==> src/rtl/rom_loader_if.sv <==
// Byte stream into the ROM loader.
// Producer drives data/valid, loader drives ready.
interface rom_loader_if;
  logic [7:0] in_data;
  logic       in_valid;
  logic       in_ready;

  modport master (
    output in_data,
    output in_valid,
    input  in_ready
  );

  modport slave (
    input  in_data,
    input  in_valid,
    output in_ready
  );
endinterface

==> src/rtl/rom_loader.sv <==
// Hack ROM loader: stream -> 16-bit words -> ROM, holds CPU in reset.
// ROM_LOADER_CHECKSUM_EN adds a trailing XOR checksum byte.
module rom_loader #(
  parameter int ADDR_W    = 15,
  parameter int MAX_WORDS = 32768
) (
  input  logic              clk,
  input  logic              reset,
  input  logic              start,
  rom_loader_if.slave       s,
  output logic              rom_wr,
  output logic [ADDR_W-1:0] rom_addr,
  output logic [15:0]       rom_din,
  output logic              cpu_reset,
  output logic              done,
  output logic              error
);

  localparam int CW = ADDR_W + 1;

  typedef enum logic [2:0] {
    S_LEN_HI,
    S_LEN_LO,
    S_DATA_HI,
    S_DATA_LO,
    S_FINISH,
    S_DONE,
    S_ERROR
`ifdef ROM_LOADER_CHECKSUM_EN
    , S_CKSUM
`endif
  } state_t;

`ifdef ROM_LOADER_CHECKSUM_EN
  localparam state_t S_TAIL = S_CKSUM;
`else
  localparam state_t S_TAIL = S_FINISH;
`endif

  state_t          state;
  state_t          state_nx;
  logic [15:0]     len;
  logic [7:0]      hi;
  logic [CW-1:0]   cnt;
  logic [CW-1:0]   cnt_inc;
  logic [15:0]     n_now;
  logic            loading;
  logic            xfer;
  logic            rearm;
  logic            len_zero;
  logic            len_big;
  logic            last_word;
`ifdef ROM_LOADER_CHECKSUM_EN
  logic [7:0]      csum;
`endif

  assign loading = state inside {S_LEN_HI, S_LEN_LO,
                                 S_DATA_HI, S_DATA_LO
`ifdef ROM_LOADER_CHECKSUM_EN
                                 , S_CKSUM
`endif
                                 };
  assign s.in_ready = loading & reset;
  assign xfer       = s.in_valid & s.in_ready;
  assign rearm      = start &
                      (state == S_DONE || state == S_ERROR);

  // length low byte is still on the bus when deciding
  assign n_now     = {len[15:8], s.in_data};
  assign len_zero  = n_now == 16'd0;
  assign len_big   = 32'(n_now) > 32'(MAX_WORDS);
  assign cnt_inc   = cnt + CW'(1);
  assign last_word = 32'(cnt_inc) == 32'(len);

  // state register
  always_ff @(posedge clk or negedge reset) begin
    if (!reset) state <= S_LEN_HI;
    else        state <= state_nx;
  end

  // next-state decode
  always_comb begin
    state_nx = state;
    unique case (state)
      S_LEN_HI:
        if (xfer) state_nx = S_LEN_LO;
      S_LEN_LO:
        if (xfer) begin
          if (len_zero)     state_nx = S_TAIL;
          else if (len_big) state_nx = S_ERROR;
          else              state_nx = S_DATA_HI;
        end
      S_DATA_HI:
        if (xfer) state_nx = S_DATA_LO;
      S_DATA_LO:
        if (xfer) begin
          if (last_word) state_nx = S_TAIL;
          else           state_nx = S_DATA_HI;
        end
      S_FINISH:
        state_nx = S_DONE;
`ifdef ROM_LOADER_CHECKSUM_EN
      S_CKSUM:
        if (xfer) begin
          if (s.in_data == csum) state_nx = S_DONE;
          else                   state_nx = S_ERROR;
        end
`endif
      S_DONE, S_ERROR:
        if (start) state_nx = S_LEN_HI;
      default:
        state_nx = S_LEN_HI;
    endcase
  end

  // byte capture, ROM write port and registered status
  always_ff @(posedge clk or negedge reset) begin
    if (!reset) begin
      len       <= '0;
      hi        <= '0;
      cnt       <= '0;
      rom_wr    <= 1'b0;
      rom_addr  <= '0;
      rom_din   <= '0;
      cpu_reset <= 1'b1;
      done      <= 1'b0;
      error     <= 1'b0;
    end else begin
      rom_wr    <= 1'b0;
      done      <= state_nx == S_DONE;
      error     <= state_nx == S_ERROR;
      cpu_reset <= state_nx != S_DONE;
      if (rearm) begin
        cnt      <= '0;
        rom_addr <= '0;
      end
      if (xfer) begin
        unique case (state)
          S_LEN_HI: len[15:8] <= s.in_data;
          S_LEN_LO: begin
            len[7:0] <= s.in_data;
            cnt      <= '0;
          end
          S_DATA_HI: hi <= s.in_data;
          S_DATA_LO: begin
            rom_wr   <= 1'b1;
            rom_addr <= cnt[ADDR_W-1:0];
            rom_din  <= {hi, s.in_data};
            cnt      <= cnt_inc;
          end
          default: ;
        endcase
      end
    end
  end

`ifdef ROM_LOADER_CHECKSUM_EN
  // running XOR of header and data bytes
  always_ff @(posedge clk or negedge reset) begin
    if (!reset)
      csum <= '0;
    else if (rearm)
      csum <= '0;
    else if (xfer && state != S_CKSUM)
      csum <= csum ^ s.in_data;
  end
`endif

endmodule

==> src/flat_wrapper.sv <==
// flat-port wrapper written by rule: the top's interface ports become plain ports
module rom_loader_flat 
#(
  parameter int ADDR_W    = 15,
  parameter int MAX_WORDS = 32768
)
  (clk, reset, start, rom_wr, rom_addr, rom_din, cpu_reset, done, error, s_in_data, s_in_valid, s_in_ready);
  rom_loader_if s_i ();
  input  logic clk;
  input  logic reset;
  input  logic start;
  output logic rom_wr;
  output logic [ADDR_W-1:0] rom_addr;
  output logic [15:0] rom_din;
  output logic cpu_reset;
  output logic done;
  output logic error;
  input wire logic [$bits(s_i.in_data)-1:0] s_in_data;
  input wire logic [$bits(s_i.in_valid)-1:0] s_in_valid;
  output wire logic [$bits(s_i.in_ready)-1:0] s_in_ready;
  assign s_i.in_data = s_in_data;
  assign s_i.in_valid = s_in_valid;
  assign s_in_ready = s_i.in_ready;
  rom_loader #(.ADDR_W(ADDR_W), .MAX_WORDS(MAX_WORDS)) u_core (.clk(clk), .reset(reset), .start(start), .s(s_i), .rom_wr(rom_wr), .rom_addr(rom_addr), .rom_din(rom_din), .cpu_reset(cpu_reset), .done(done), .error(error));
endmodule
==> config.mk <==
export PLATFORM = sky130hd
export DESIGN_NAME = rom_loader_flat
export DESIGN_NICKNAME = d
export VERILOG_FILES = /design/src/rtl/rom_loader_if.sv /design/src/rtl/rom_loader.sv /design/src/flat_wrapper.sv
export SDC_FILE = /design/constraint.sdc
export NUM_CORES = 1
export LEC_CHECK = 0
export CAP_MARGIN = 30
export CORE_MARGIN = 4
export CORE_UTILIZATION = 50
export DETAILED_ROUTE_END_ITERATION = 8
export PLACE_DENSITY = 0.76
export SLEW_MARGIN = 40
export SYNTH_ARGS = -nofsm -noshare
export SYNTH_HDL_FRONTEND = slang
export SYNTH_SLANG_ARGS = --single-unit
==> constraint.sdc <==
create_clock -name clk -period 2.2 [get_ports clk]
set_input_delay 0.55 -clock clk [delete_from_list [all_inputs] [get_ports clk]]
set_output_delay 0.55 -clock clk [all_outputs]
set_load 0.1 [all_outputs]
==> results.yml <==
timing:
  grt_setup_unrepaired: "true"
  hold_violations: 0
  finalSetupViolations: 1
  fmaxAchievable_mhz: 452
  worst_slack_ns: -0.0130
  finalCritPeriodShare: 1.01
  worst_slew_pin_slew_ns: 0.618
  finClkSkew_ns: 0.00855
  worst_slew_margin_rel: 0.588
  maxSlewViolCount: 0
  final_period_minus_worst_setup_slack_ns: 2.21
clocking:
  cts.root.buffer_cell: "sky130_fd_sc_hd__clkbuf_8"
  clock_latency_ns: 0.36
  cts_hold_buffers: 0
  htree_levels: 3
  cts-root-to-sink-buffers: 2
  tritoncts: "done"
  number_of_sinks_handled_by_clock_tree_synthesis: 78
  clk_transition_reported_paths_ns: 0.08
  numCtsBuffers: 9
routing:
  wl_per_cell_um: 16.1
  postRouteAntennaNets: 0
  drc_violations_left: 0
  detail_route.vias_per_cell: 5.36
  route.final.wire_length_um: 9460
  initialDrtViolationCount: 134
  vias: 3159
  firstDrtPassIters: 4
run:
  drv.max_cap_violation_count: 0
global_route:
  first_global_vias: 3209
  grt_first_pass_wirelength_um: 16000
  grt_start_max_net_pins: 51
  antenna_found_initial: 0
  remaining_global_route_overflow: 0
  gr-usage-all-layers: 0.230
setup_path:
  slowest_delay_ns: 0.52
  critPathKind: "register to register"
  startpoint_type: "register"
  crit_path_max_fanout: 2
  timing.critical_path.to_type: "register"
  cpMaxStageDelayCell: "sky130_fd_sc_hd__or4_4"
  critPathArrivalTime_ns: 2.46
  crit_chain: "nand3b_1, or4_4, a32o_2, a2111oi_4, and4_1, o211ai_1"
  timing.critical_path.required_ns: 2.45
run_status:
  run_status: "finished, violations left"
  failed_checks: "negative setup slack"
placement:
  postPlaceCellArea_um2: 4610
  io_buffers: 47
  dp_hpwl_um: 6940
  place_ws_ns: -0.0285
  gp_congestion: 0.878
floorplan:
  ios: 48
  design.die.area_um2: 9140
  row_count: 31
  die_h_um: 95.6
  chipWidth_um: 95.6
  start_util: 0.521
  core_area_um2: 7370
power:
  power.ir.vdd_worst_uv: 1360
  static-leakage-power_uw: 0.00233
  power.density_nw_per_um2: 1340
yosys:
  synth_sequential_area_ratio: 0.509
  synth_warn: 0
  synth_top_flop_cell: "sky130_fd_sc_hd__dfrtp_1"
  yosys_register_bits: 78
  synth_enable_flop_cells: 0
  mapped_avg_cell_area_um2: 9.74
  synth.net_count: 407
  netlist_area_um2: 3840
  asyncSetResetFlopFracSynth: 1.00
  netlist-cell-type-count: 51
  postSynthCellCount: 394
final_layout:
  area_growth_pct: 28.3
  fin_area_um2: 4920
  drive_gt1_frac: 0.308
  antennaDiodeCount: 0
  final_net_count: 498
worst_hold_path:
  hold_path_class: "input port to asynchronous set/reset pin"
-- per-layer routing --
metal	track usage	share of wire
met1	0.306	0.46
met2	0.365	0.48
met3	0.0481	0.042
met4	0.0983	0.022
met5	0	0
-- cells in the final DEF (no fill, tap or decap), types with 4 or more instances in the layout --
| cell type | instances |
|---|---|
| sky130_fd_sc_hd__nor4_1 | 6 |
| sky130_fd_sc_hd__nand2_1 | 103 |
| sky130_fd_sc_hd__buf_4 | 91 |
| sky130_fd_sc_hd__xnor2_1 | 14 |
| sky130_fd_sc_hd__nand4_1 | 6 |
| sky130_fd_sc_hd__o31ai_1 | 4 |
| sky130_fd_sc_hd__nor3_1 | 5 |
| sky130_fd_sc_hd__dfrtp_1 | 72 |
| sky130_fd_sc_hd__inv_1 | 5 |
| sky130_fd_sc_hd__a31oi_1 | 5 |
| sky130_fd_sc_hd__mux2_2 | 24 |
| sky130_fd_sc_hd__xor2_1 | 9 |
| sky130_fd_sc_hd__clkdlybuf4s50_1 | 10 |
| sky130_fd_sc_hd__clkbuf_8 | 10 |
| sky130_fd_sc_hd__nor2_1 | 16 |
| sky130_fd_sc_hd__nand3_1 | 20 |
| sky130_fd_sc_hd__dfrtp_2 | 5 |
| sky130_fd_sc_hd__o21ai_0 | 26 |
| sky130_fd_sc_hd__a21oi_1 | 8 |
-- cell type report --
type                       instances  area (um^2)
clock inverter                     5          106
sequential                        78         1960
inverter                           5         18.8
tap                               99          124
multi-input combinational        287         1730
timing repair buffer             104          843
fill                             639         2450
clock buffer                      11          141
-- where the power goes --
group	internal, uW	switching [uW]
Sequential	1870	402
Clock	787	534
Combinational	976	2050
-- synth_stat cells (2+ instances only) --
library cell                 n  area share
sky130_fd_sc_hd__o31ai_1     4      0.0078
sky130_fd_sc_hd__nand4_1     6      0.0098
sky130_fd_sc_hd__o21ai_0    26       0.034
sky130_fd_sc_hd__clkbuf_1   12       0.012
sky130_fd_sc_hd__nor2_1     16       0.016
sky130_fd_sc_hd__a21boi_0    2      0.0039
sky130_fd_sc_hd__mux2_2     24       0.070
sky130_fd_sc_hd__dfrtp_1    77        0.50
sky130_fd_sc_hd__and4_1      2      0.0046
sky130_fd_sc_hd__inv_1       5      0.0049
sky130_fd_sc_hd__buf_6       4       0.012
sky130_fd_sc_hd__xnor2_1    14       0.032
sky130_fd_sc_hd__clkbuf_8    2      0.0072
sky130_fd_sc_hd__nor2b_1     2      0.0033
sky130_fd_sc_hd__nand2_1   103        0.10
sky130_fd_sc_hd__and3_1      3      0.0049
sky130_fd_sc_hd__nor4_1      6      0.0098
sky130_fd_sc_hd__nand3b_1    3      0.0059
sky130_fd_sc_hd__buf_4       5      0.0098
sky130_fd_sc_hd__xor2_1      9       0.021
sky130_fd_sc_hd__o211ai_1    2      0.0039
sky130_fd_sc_hd__or2_2       2      0.0033
sky130_fd_sc_hd__a21oi_1     8       0.010
sky130_fd_sc_hd__nor3_1      5      0.0065
sky130_fd_sc_hd__a31oi_1     5      0.0082
sky130_fd_sc_hd__a22o_1      2      0.0046
sky130_fd_sc_hd__nand3_1    21       0.027
-- state kept, by name, summed over array words and instances (netlist names) --
| register | cells |
|---|---|
| u_core.rom_addr | 15 |
| u_core.rom_din | 16 |
| u_core.done | 1 |
| u_core.cnt | 16 |
| u_core.error | 1 |
| u_core.rom_wr | 1 |
| u_core.len | 16 |
| u_core.hi | 8 |
| u_core.cpu_reset | 1 |
| u_core.state | 3 |
-- worst max-delay path: cells and delay by family, from the launching register on --
family,cells,cell delay (ns)
and+or+nand+nor,3,0.94
AOI/OAI and AO/OA,3,0.76
DFF,1,0.40
-- logic make-up after synthesis --
| group | Yosys count | share of synthesized area |
|---|---|---|
| multiplexers | 24 | 0.0705 |
| XOR/XNOR | 23 | 0.0525 |
| buffers and inverters | 29 | 0.0473 |
| adder cells (fa/ha/maj) | 1 | 0.00326 |
| AO/OA/AOI/OAI | 63 | 0.110 |
| flip-flops | 78 | 0.509 |
| AND/OR/NAND/NOR | 176 | 0.207 |
-- stage by stage --
step,hold slack [ns],setup TNS [ns],cells,total power (uW),util
3_5_place_dp,0.458,-0.0562,565,5280,0.625
3_3_place_gp,0.449,-0.0429,565,5200,0.625
4_1_cts,0.107,-0.00656,583,6620,0.661
5_1_grt,0.0945,-0.171,589,6950,0.668
6_report,0.106,-0.0130,589,6620,0.668
2_1_floorplan,0.254,0,394,4500,-
-- path summary, 6_finish.rpt --
kind                                     from           endpoint  slack (ns)  depth (start not counted)
worst max register to register  u_core.len[8]    u_core.state[1]       -0.01                          6
worst max-delay path            u_core.len[8]    u_core.state[1]       -0.01                          6
worst min-delay path                    reset    u_core.state[2]        0.11                          2
max in group asynchronous               reset     u_core.len[10]        0.86                          4
worst min register to register   u_core.hi[1]  u_core.rom_din[9]        0.47                          2
min in group clk                 u_core.hi[1]  u_core.rom_din[9]        0.47                          2
-- repair_timing --
item                                    CTS  global route
setup buffers                             2             6
pin swaps                                 1             6
endpoints found under the setup margin    2             2
gates resized for setup                   0             5
Note: power is estimated with default switching activity, not from simulation.
